<file path="config.mk">
export PLATFORM = sky130hd
export DESIGN_NAME = ann_load_scheduler
export DESIGN_NICKNAME = d
export VERILOG_FILES = /design/src/rtl/ann_load_scheduler.sv
export SDC_FILE = /design/constraint.sdc
export NUM_CORES = 1
export LEC_CHECK = 0
export ABC_AREA = 0
export CAP_MARGIN = 20
export CORE_MARGIN = 2
export CORE_UTILIZATION = 50
export CTS_BUF_LIST = sky130_fd_sc_hd__clkbuf_4
export CTS_CLUSTER_DIAMETER = 80
export DETAILED_ROUTE_END_ITERATION = 16
export PLACE_DENSITY_LB_ADDON = 0.1
export SYNTH_ARGS = -nofsm -noshare
export SYNTH_HDL_FRONTEND = slang
export SYNTH_SLANG_ARGS = --single-unit
</file>
<file path="constraint.sdc">
create_clock -name clk -period 1.76 [get_ports clk]
set_input_delay 0.352 -clock clk [delete_from_list [all_inputs] [get_ports clk]]
set_output_delay 0.352 -clock clk [all_outputs]
set_load 0.05 [all_outputs]
</file>
<file path="src/rtl/ann_load_scheduler.sv">
// Sequences node, leaf and query loads through the FIFO -> aggregator path,
// one whole word at a time, and steers each aggregated word to its memory.
module ann_load_scheduler #(
  parameter int NODE_FETCH_WIDTH  = 2,
  parameter int LEAF_FETCH_WIDTH  = 5,
  parameter int QUERY_FETCH_WIDTH = 5,
  parameter int NODE_WORDS        = 31,
  parameter int LEAF_WORDS        = 64,
  parameter int QUERY_WORDS       = 64,
  parameter int ADDR_WIDTH        = 12
) (
  input  logic                  clk,
  input  logic                  rst,
  input  logic                  start,
  input  logic                  agg_sender_deq,
  input  logic                  agg_receiver_enq,
  output logic                  agg_gate,
  output logic                  agg_change_fetch_width,
  output logic [2:0]            agg_input_fetch_width,
  output logic                  node_wen,
  output logic                  leaf_wen,
  output logic                  query_wen,
  output logic [ADDR_WIDTH-1:0] wr_addr,
  output logic [1:0]            phase,
  output logic                  busy,
  output logic                  done
);

  localparam int NODE_BEATS  = NODE_WORDS * NODE_FETCH_WIDTH;
  localparam int LEAF_BEATS  = LEAF_WORDS * LEAF_FETCH_WIDTH;
  localparam int QUERY_BEATS = QUERY_WORDS * QUERY_FETCH_WIDTH;
  localparam int MAX_NL      = (NODE_BEATS > LEAF_BEATS) ? NODE_BEATS : LEAF_BEATS;
  localparam int MAX_BEATS   = (MAX_NL > QUERY_BEATS) ? MAX_NL : QUERY_BEATS;
  localparam int BEAT_W      = (MAX_BEATS < 1) ? 1 : $clog2(MAX_BEATS + 1);

  typedef enum logic [1:0] {S_IDLE, S_CFG, S_LOAD, S_FINISH} state_t;

  state_t              state_q, state_d;
  logic [1:0]          phase_q, phase_d;
  logic [BEAT_W-1:0]   beat_q, beat_d;
  logic [ADDR_WIDTH:0] word_q, word_d;
  logic [1:0]          nph;

  function automatic int words_of(input logic [1:0] p);
    case (p)
      2'd0:    words_of = NODE_WORDS;
      2'd1:    words_of = LEAF_WORDS;
      2'd2:    words_of = QUERY_WORDS;
      default: words_of = 0;
    endcase
  endfunction

  function automatic int beats_of(input logic [1:0] p);
    case (p)
      2'd0:    beats_of = NODE_BEATS;
      2'd1:    beats_of = LEAF_BEATS;
      2'd2:    beats_of = QUERY_BEATS;
      default: beats_of = 0;
    endcase
  endfunction

  function automatic logic [2:0] width_of(input logic [1:0] p);
    case (p)
      2'd0:    width_of = 3'(NODE_FETCH_WIDTH);
      2'd1:    width_of = 3'(LEAF_FETCH_WIDTH);
      2'd2:    width_of = 3'(QUERY_FETCH_WIDTH);
      default: width_of = 3'd0;
    endcase
  endfunction

  // First non-empty phase at or after 'from'; 3 when nothing is left to load.
  function automatic logic [1:0] next_phase(input logic [2:0] from);
    next_phase = 2'd3;
    for (int p = 2; p >= 0; p--) begin
      if (p >= int'(from) && words_of(2'(p)) > 0) next_phase = 2'(p);
    end
  endfunction

  always_ff @(posedge clk) begin
    if (rst) begin
      state_q <= S_IDLE;
      phase_q <= 2'd3;
      beat_q  <= '0;
      word_q  <= '0;
    end else begin
      state_q <= state_d;
      phase_q <= phase_d;
      beat_q  <= beat_d;
      word_q  <= word_d;
    end
  end

  always_comb begin
    state_d                = state_q;
    phase_d                = phase_q;
    beat_d                 = beat_q;
    word_d                 = word_q;
    nph                    = 2'd3;
    agg_gate               = 1'b0;
    agg_change_fetch_width = 1'b0;
    agg_input_fetch_width  = 3'd0;
    node_wen               = 1'b0;
    leaf_wen               = 1'b0;
    query_wen              = 1'b0;
    wr_addr                = '0;
    phase                  = 2'd3;
    busy                   = 1'b0;
    done                   = 1'b0;

    case (state_q)
      S_IDLE: begin
        if (start) begin
          nph = next_phase(3'd0);
          if (nph == 2'd3) begin
            state_d = S_FINISH;
          end else begin
            state_d = S_CFG;
            phase_d = nph;
          end
        end
      end

      S_CFG: begin
        busy                   = 1'b1;
        phase                  = phase_q;
        agg_change_fetch_width = 1'b1;
        agg_input_fetch_width  = width_of(phase_q);
        beat_d                 = '0;
        word_d                 = '0;
        state_d                = S_LOAD;
      end

      S_LOAD: begin
        busy  = 1'b1;
        phase = phase_q;
        // Gate closes the cycle after the final beat so no partial word leaks in.
        agg_gate = (int'(beat_q) < beats_of(phase_q));
        if (agg_sender_deq) beat_d = beat_q + 1'b1;
        if (agg_receiver_enq) begin
          node_wen  = (phase_q == 2'd0);
          leaf_wen  = (phase_q == 2'd1);
          query_wen = (phase_q == 2'd2);
          wr_addr   = word_q[ADDR_WIDTH-1:0];
          word_d    = word_q + 1'b1;
          if (int'(word_q) == words_of(phase_q) - 1) begin
            nph = next_phase({1'b0, phase_q} + 3'd1);
            if (nph == 2'd3) begin
              state_d = S_FINISH;
              phase_d = 2'd3;
            end else begin
              state_d = S_CFG;
              phase_d = nph;
            end
          end
        end
      end

      S_FINISH: begin
        done    = 1'b1;
        phase_d = 2'd3;
        state_d = S_IDLE;
      end

      default: state_d = S_IDLE;
    endcase
  end

endmodule

</file>
# == Word-level counts from Yosys, hierarchy flattened ==
# Cells that the tools add are included.
# classes
eq_ne,11
muxes,46
n_addsub,4
n_reduce_logical,13
n_lt_le_gt_ge,6
# ops
cell,n
$mux W32,9
$gt A32 B1 Y1 const B,2
$pmux W9 S2,2
$eq A14 B32 Y1,1
$lt A10 B32 Y1,1
$sub A32 B2 Y32 const B,1
$mux W2,14
$pmux W13 S2,1
$mux W12,2
$pmux W7 S2,1
$add A13 B1 Y13 const B,1
$mux W13,1
$mux W1,11
$add A9 B1 Y9 const B,1
$mux W9,1
$eq A2 B2 Y1 const B,4
$ne A2 B2 Y1 const B,4
$pmux W2 S4,1
$ge A1 B3 Y1 const A,2
$pmux W2 S3,1
$pmux W3 S2,1
$eq A2 B1 Y1 const B,2
$logic_not A2 Y1,2
$reduce_and A2 Y1,2
other kinds (9),12
# totals
inputBits,5
out_inout_bits,24
reg_bits,26
elab_cells,84

# == Depth between registers and ports, before layout ==
# depth
ltp_word,23
ltp_mapped,8
mapped_depth_nobuf,8

# == Worst setup path before layout ==
# OpenSTA, ideal clock, no wires.
# synth_path
path_kind,reg-to-output
startpoint,register phase_q[0]
endpoint,output port agg_gate
path_buffers,0
required_time_ps,1408
path_slack_ps,-859
arrival_ps,2267
path_stages_with_launch,9
cell_sequence,dfxtp_1 -> inv_1 -> ha_1 -> inv_1 -> ha_1 -> a21o_1 -> a21oi_1 -> o21ai_0 -> a31oi_1
# synth_between
elab_chain_cells,6
word_cells_on_any_way,8
classes_between,order compare: 1; eq/ne: 2; mux: 3; reduce/logical: 2
# synth_lines
element,line_no,text
"start, declared",39,"logic [1:0] phase_q, phase_d;"
"start signal, assigned",87,phase_q <= phase_d;
$eq A2 B1 Y1 / $eq A2 B2 Y1 (equally long branches),54,case (p)
$reduce_or A2 Y1 (no source line),n/a,
$pmux W9 S2 (*),54,
$mux W32 (*),110,case (state_q)
$lt A10 B32 Y1 (*),137,agg_gate = (int'(beat_q) < beats_of(phase_q));
$mux W1 (*),110,
"end, declared",17,"output logic agg_gate,"
# Mark *: on every way between the ends. The rest lies on a longest branch, timed or not. The select of a mux whose other input is x is not followed.

# == Worst setup path in the final report ==
# layout_path
startpoint,register phase_q[1]
endpoint,output port agg_gate
# The elaborated chain is that of the path after synthesis.

==> results.toml <==
[status]
run_status = "complete, but fails checks"
failed_checks = "setup timing"

[critical_path]
r2r_end = "beat_q[7]$_SDFFE_PP0P_"
endpoint_kind_of_the_worst_setup_timing_path = "output port"
arrival_ns = 2.03
library_cell_contributing_the_largest_single_delay_on_the_critical_path = "sky130_fd_sc_hd__dfxtp_4"
timing.critical_path.fanout_max = 5
start_kind = "flip-flop"
worst-endpoint-required_ns = 1.41
reg2reg_slack_ns = -0.06
launch_point_of_the_worst_reg_to_reg_path = "state_q[0]$_SDFFE_PP0P_"
worstSetupStartpoint = "phase_q[1]$_SDFFE_PP1P_"
worstPathCellList = "inv_4 -> ha_4 -> inv_4 -> ha_1 -> a21oi_1 -> o21ai_2 -> a31oi_4 -> buf_12"
reg2regPathDepth = 9
timing.critical_path.slowest_cell_delay_ns = 0.39
worst_path_most_repeated_cell = "sky130_fd_sc_hd__inv_4"
criticalPathCategory = "flip-flop to output port"

[yosys]
yosys.area_share.adder_pct = 13.6
synthesis.instances = 212
synth_compound_gate_area_share_pct = 11.1
yosys_warning_total = 0
postSynthRegisterBits = 26
synth_nets = 236
combinational_family_with_the_most_area_after_synthesis = "simple AND/OR/NAND/NOR gates"
synth_top_area_share_pct = 29.8
cell_area_after_synthesis_um2 = 1750
multiplexer_share_of_the_synthesized_area_pct = 4.87
syn-mean-instance-area_um2 = 8.24
synthSimpleGateAreaFrac_pct = 30.9
post-synth-top-area-cell = "sky130_fd_sc_hd__dfxtp_1"
seq_area_frac_synth_pct = 29.8
area_share_of_xor_xnor_cells_in_the_synthesized_design_pct = 4.01
synth.area.top_cells = "sky130_fd_sc_hd__dfxtp_1 30%, sky130_fd_sc_hd__ha_1 14%, sky130_fd_sc_hd__nand2_1 4.7%"
post_synth_num_cell_types = 48

[detailed_routing]
iteration_count_of_the_initial_detailed_routing_pass = 4
drt_wl_total_um = 7290
viasPerCell = 6.32
detail_route.drc_violations = 0
postRouteAntennaNets = 0
drt_first_iter_violations = 206
routedWlPerCell_um = 22.7
vias = 2028

[clock_network]
clock_insertion_delay_at_the_later_pin_of_the_skew_report_ns = 0.33
ctsHoldBuffers = 0
tritoncts = "done"
clock_tree.htree_level_count = 1
cts.path.max_buffers = 2
clk_transition_reported_paths_ns = 0.15
numCtsBuffers = 3
clk_root_buffer_cell = "sky130_fd_sc_hd__clkbuf_4"
cts.sinks = 26

[sta]
fmaxAchievable_mhz = 420
min_period_over_period_pct = 135
unrepaired_setup_endpoints_after_global_routing = "yes"
setup-violations-final = 22
timing.final.crit_period_ns = 2.38
setup_ws_ns = -0.620
timing_hold_violations_final = 0
max_slew.worst_pin.slew_ns = 0.404
finalClockSkew_ns = 0.00138
maxSlewViolCount = 0
slew_headroom_pct = 73.0

[power]
internal_power_mw = 1.99
max_rail_drop_vdd_uv = 736
seqPwrFrac_pct = 19.9
power-per-cell-area_nw_per_um2 = 1180
p_leak_nw = 1.23
power.net_switching_mw = 1.58
switching_share_pct = 44.4
combinationalPowerShare_pct = 72.4
share_clk_of_total_power_pct = 7.8

[worst_hold_path]
worstHoldStart = "beat_q[3]$_SDFFE_PP0P_"
timing.hold.worst.class = "flip-flop to flip-flop"
worstHoldPathCells = 2
worstHoldEndpoint = "beat_q[3]$_SDFFE_PP0P_"

[layout]
areaGrowthSynthToFinish_pct = 72.6
fillerInstances = 120
final_common_cell = "sky130_fd_sc_hd__buf_4"
insertedDiodeCount = 0
multiInputGateArea_um2 = 1440
stdcell_count = 321
layout.cells.most_common_list = "29 x sky130_fd_sc_hd__buf_4, 26 x sky130_fd_sc_hd__buf_12, 21 x sky130_fd_sc_hd__dfxtp_1, 20 x sky130_fd_sc_hd__nor2_1, 18 x sky130_fd_sc_hd__nand2_1"
register_area_um2 = 534
post-route-util_pct = 90.4
post_route_cells_drive_above_1_share_pct = 48.4
finalNetCount = 300

[floorplan]
placement_rows = 21
fp.coreArea_um2 = 3340
floorplan.die.width_um = 63.1
die_y_um = 63.1
initial_utilization_pct = 52.3
top_level_ports = 29
die_outline_area_um2 = 3980

[placed_design]
placedCellCount = 308
dp.final_hpwl_um = 3710
place.port_buffers = 28
routabilityCongestion = 0.889

[grt]
gr-total-overflow = 0
pin_count_of_the_biggest_net_entering_global_routing = 15
grt_pass1_vias = 1941
grt_first_pass_wirelength_um = 9540
number_of_antenna_violations_at_the_first_check_in_global_routing = 0
global_route.usage.total_pct = 30.5

[flow_run]
max-cap-violations = 0
[sequential cells by signal, summed over array words and instances (netlist names)]
name     count
word_q      13
state_q      2
phase_q      2
beat_q       9
[Yosys cell counts, drive strengths merged]
cell type	number
and3b	1
mux2	4
nor2	22
or3	3
and2b	1
or2	1
mux2i	4
xnor2	4
and2	3
nor4b	1
and3	18
a311oi	2
o221a	1
o21a	1
nor3b	1
a211oi	1
a21oi	10
inv	10
nand3b	2
nor3	6
nand2b	3
a21o	1
a31oi	3
buf	3
dlygate4sd1	1
ha	19
or2b	2
nand2	23
o2111ai	1
nor2b	1
xor2	4
o21ai	6
dfxtp	26
nand3	11
o211ai	3
clkbuf	5
a32oi	1
nand4	3
[how the worst max path moves through the flow]
stage                             endpoint  slack [ns]  depth (start not counted)
CTS                               agg_gate       -0.50                          9
global placement                  agg_gate       -0.12                          8
finish                            agg_gate       -0.62                          8
detailed placement  beat_q[7]$_SDFFE_PP0P_       -0.19                          7
floorplan                         agg_gate       -0.14                          8
global route                      agg_gate       -0.67                          8
[final cells by class]
class	count	area share (%)
Sequential cell	26	17.7
Clock buffer	3	0.747
Multi-Input combinational cell	167	47.8
Tap cell	46	1.91
Timing Repair Buffer	68	29.9
Inverter	10	1.74
Clock inverter	1	0.124
[power groups by stage]
stage                     Combinational, mW  Clock (mW)  Sequential, mW
after CTS                              2.27       0.274           0.699
after global routing                   2.67       0.303           0.712
final                                  2.58       0.278           0.710
after detailed placement               1.89           0           0.700
after global placement                 1.84           0           0.696
after floorplan                        1.05           0           0.721
[repair_timing]
action	4_1_cts	5_1_grt
pin swaps	4	8
setup buffers	6	7
setup endpoints to repair	36	30
gates resized for setup	49	30
gates cloned	1	0
[kinds of logic (layout without fill, tap and decap cells)]
family | after synthesis | in the layout
buf+inv | 19 | 82
xor+xnor | 8 | 8
mux | 8 | 8
fa+ha+maj | 19 | 19
compound gates | 30 | 30
simple gates | 102 | 102
flops | 26 | 26
[layer usage]
| layer | GRT usage, % | wire [um] | up-vias |
|---|---|---|---|
| met1 | 34.3 | 2650 | 972 |
| li1 | - | - | 868 |
| met3 | 4.11 | 591 | 53 |
| met4 | 17.8 | 452 | 0 |
| met2 | 54.8 | 3600 | 135 |
| met5 | 0 | 0 | - |
[metrics by stage]
step / setup slack (ns) / TNS, ns / power [mW] / area, um2 / hold WS [ns]
global route: -0.667 / -3.94 / 3.69 / 3020 / 0.578
global placement: -0.124 / -0.810 / 2.54 / 2580 / 0.490
finish: -0.620 / -2.68 / 3.57 / 3020 / 0.548
CTS: -0.501 / -1.89 / 3.24 / 2870 / 0.543
detailed placement: -0.186 / -1.51 / 2.59 / 2580 / 0.501
floorplan: -0.143 / -0.210 / 1.77 / 1830 / 0.473
[worst max-delay path: cells and delay by family (launching register included)]
kind	cells	cell delay, ns
buffers and inverters	3	0.29
AO/OA/AOI/OAI	3	0.54
flip-flops	1	0.39
adder cells (fa/ha/maj)	2	0.47
No activity file was read; power rests on OpenSTA's default activity.
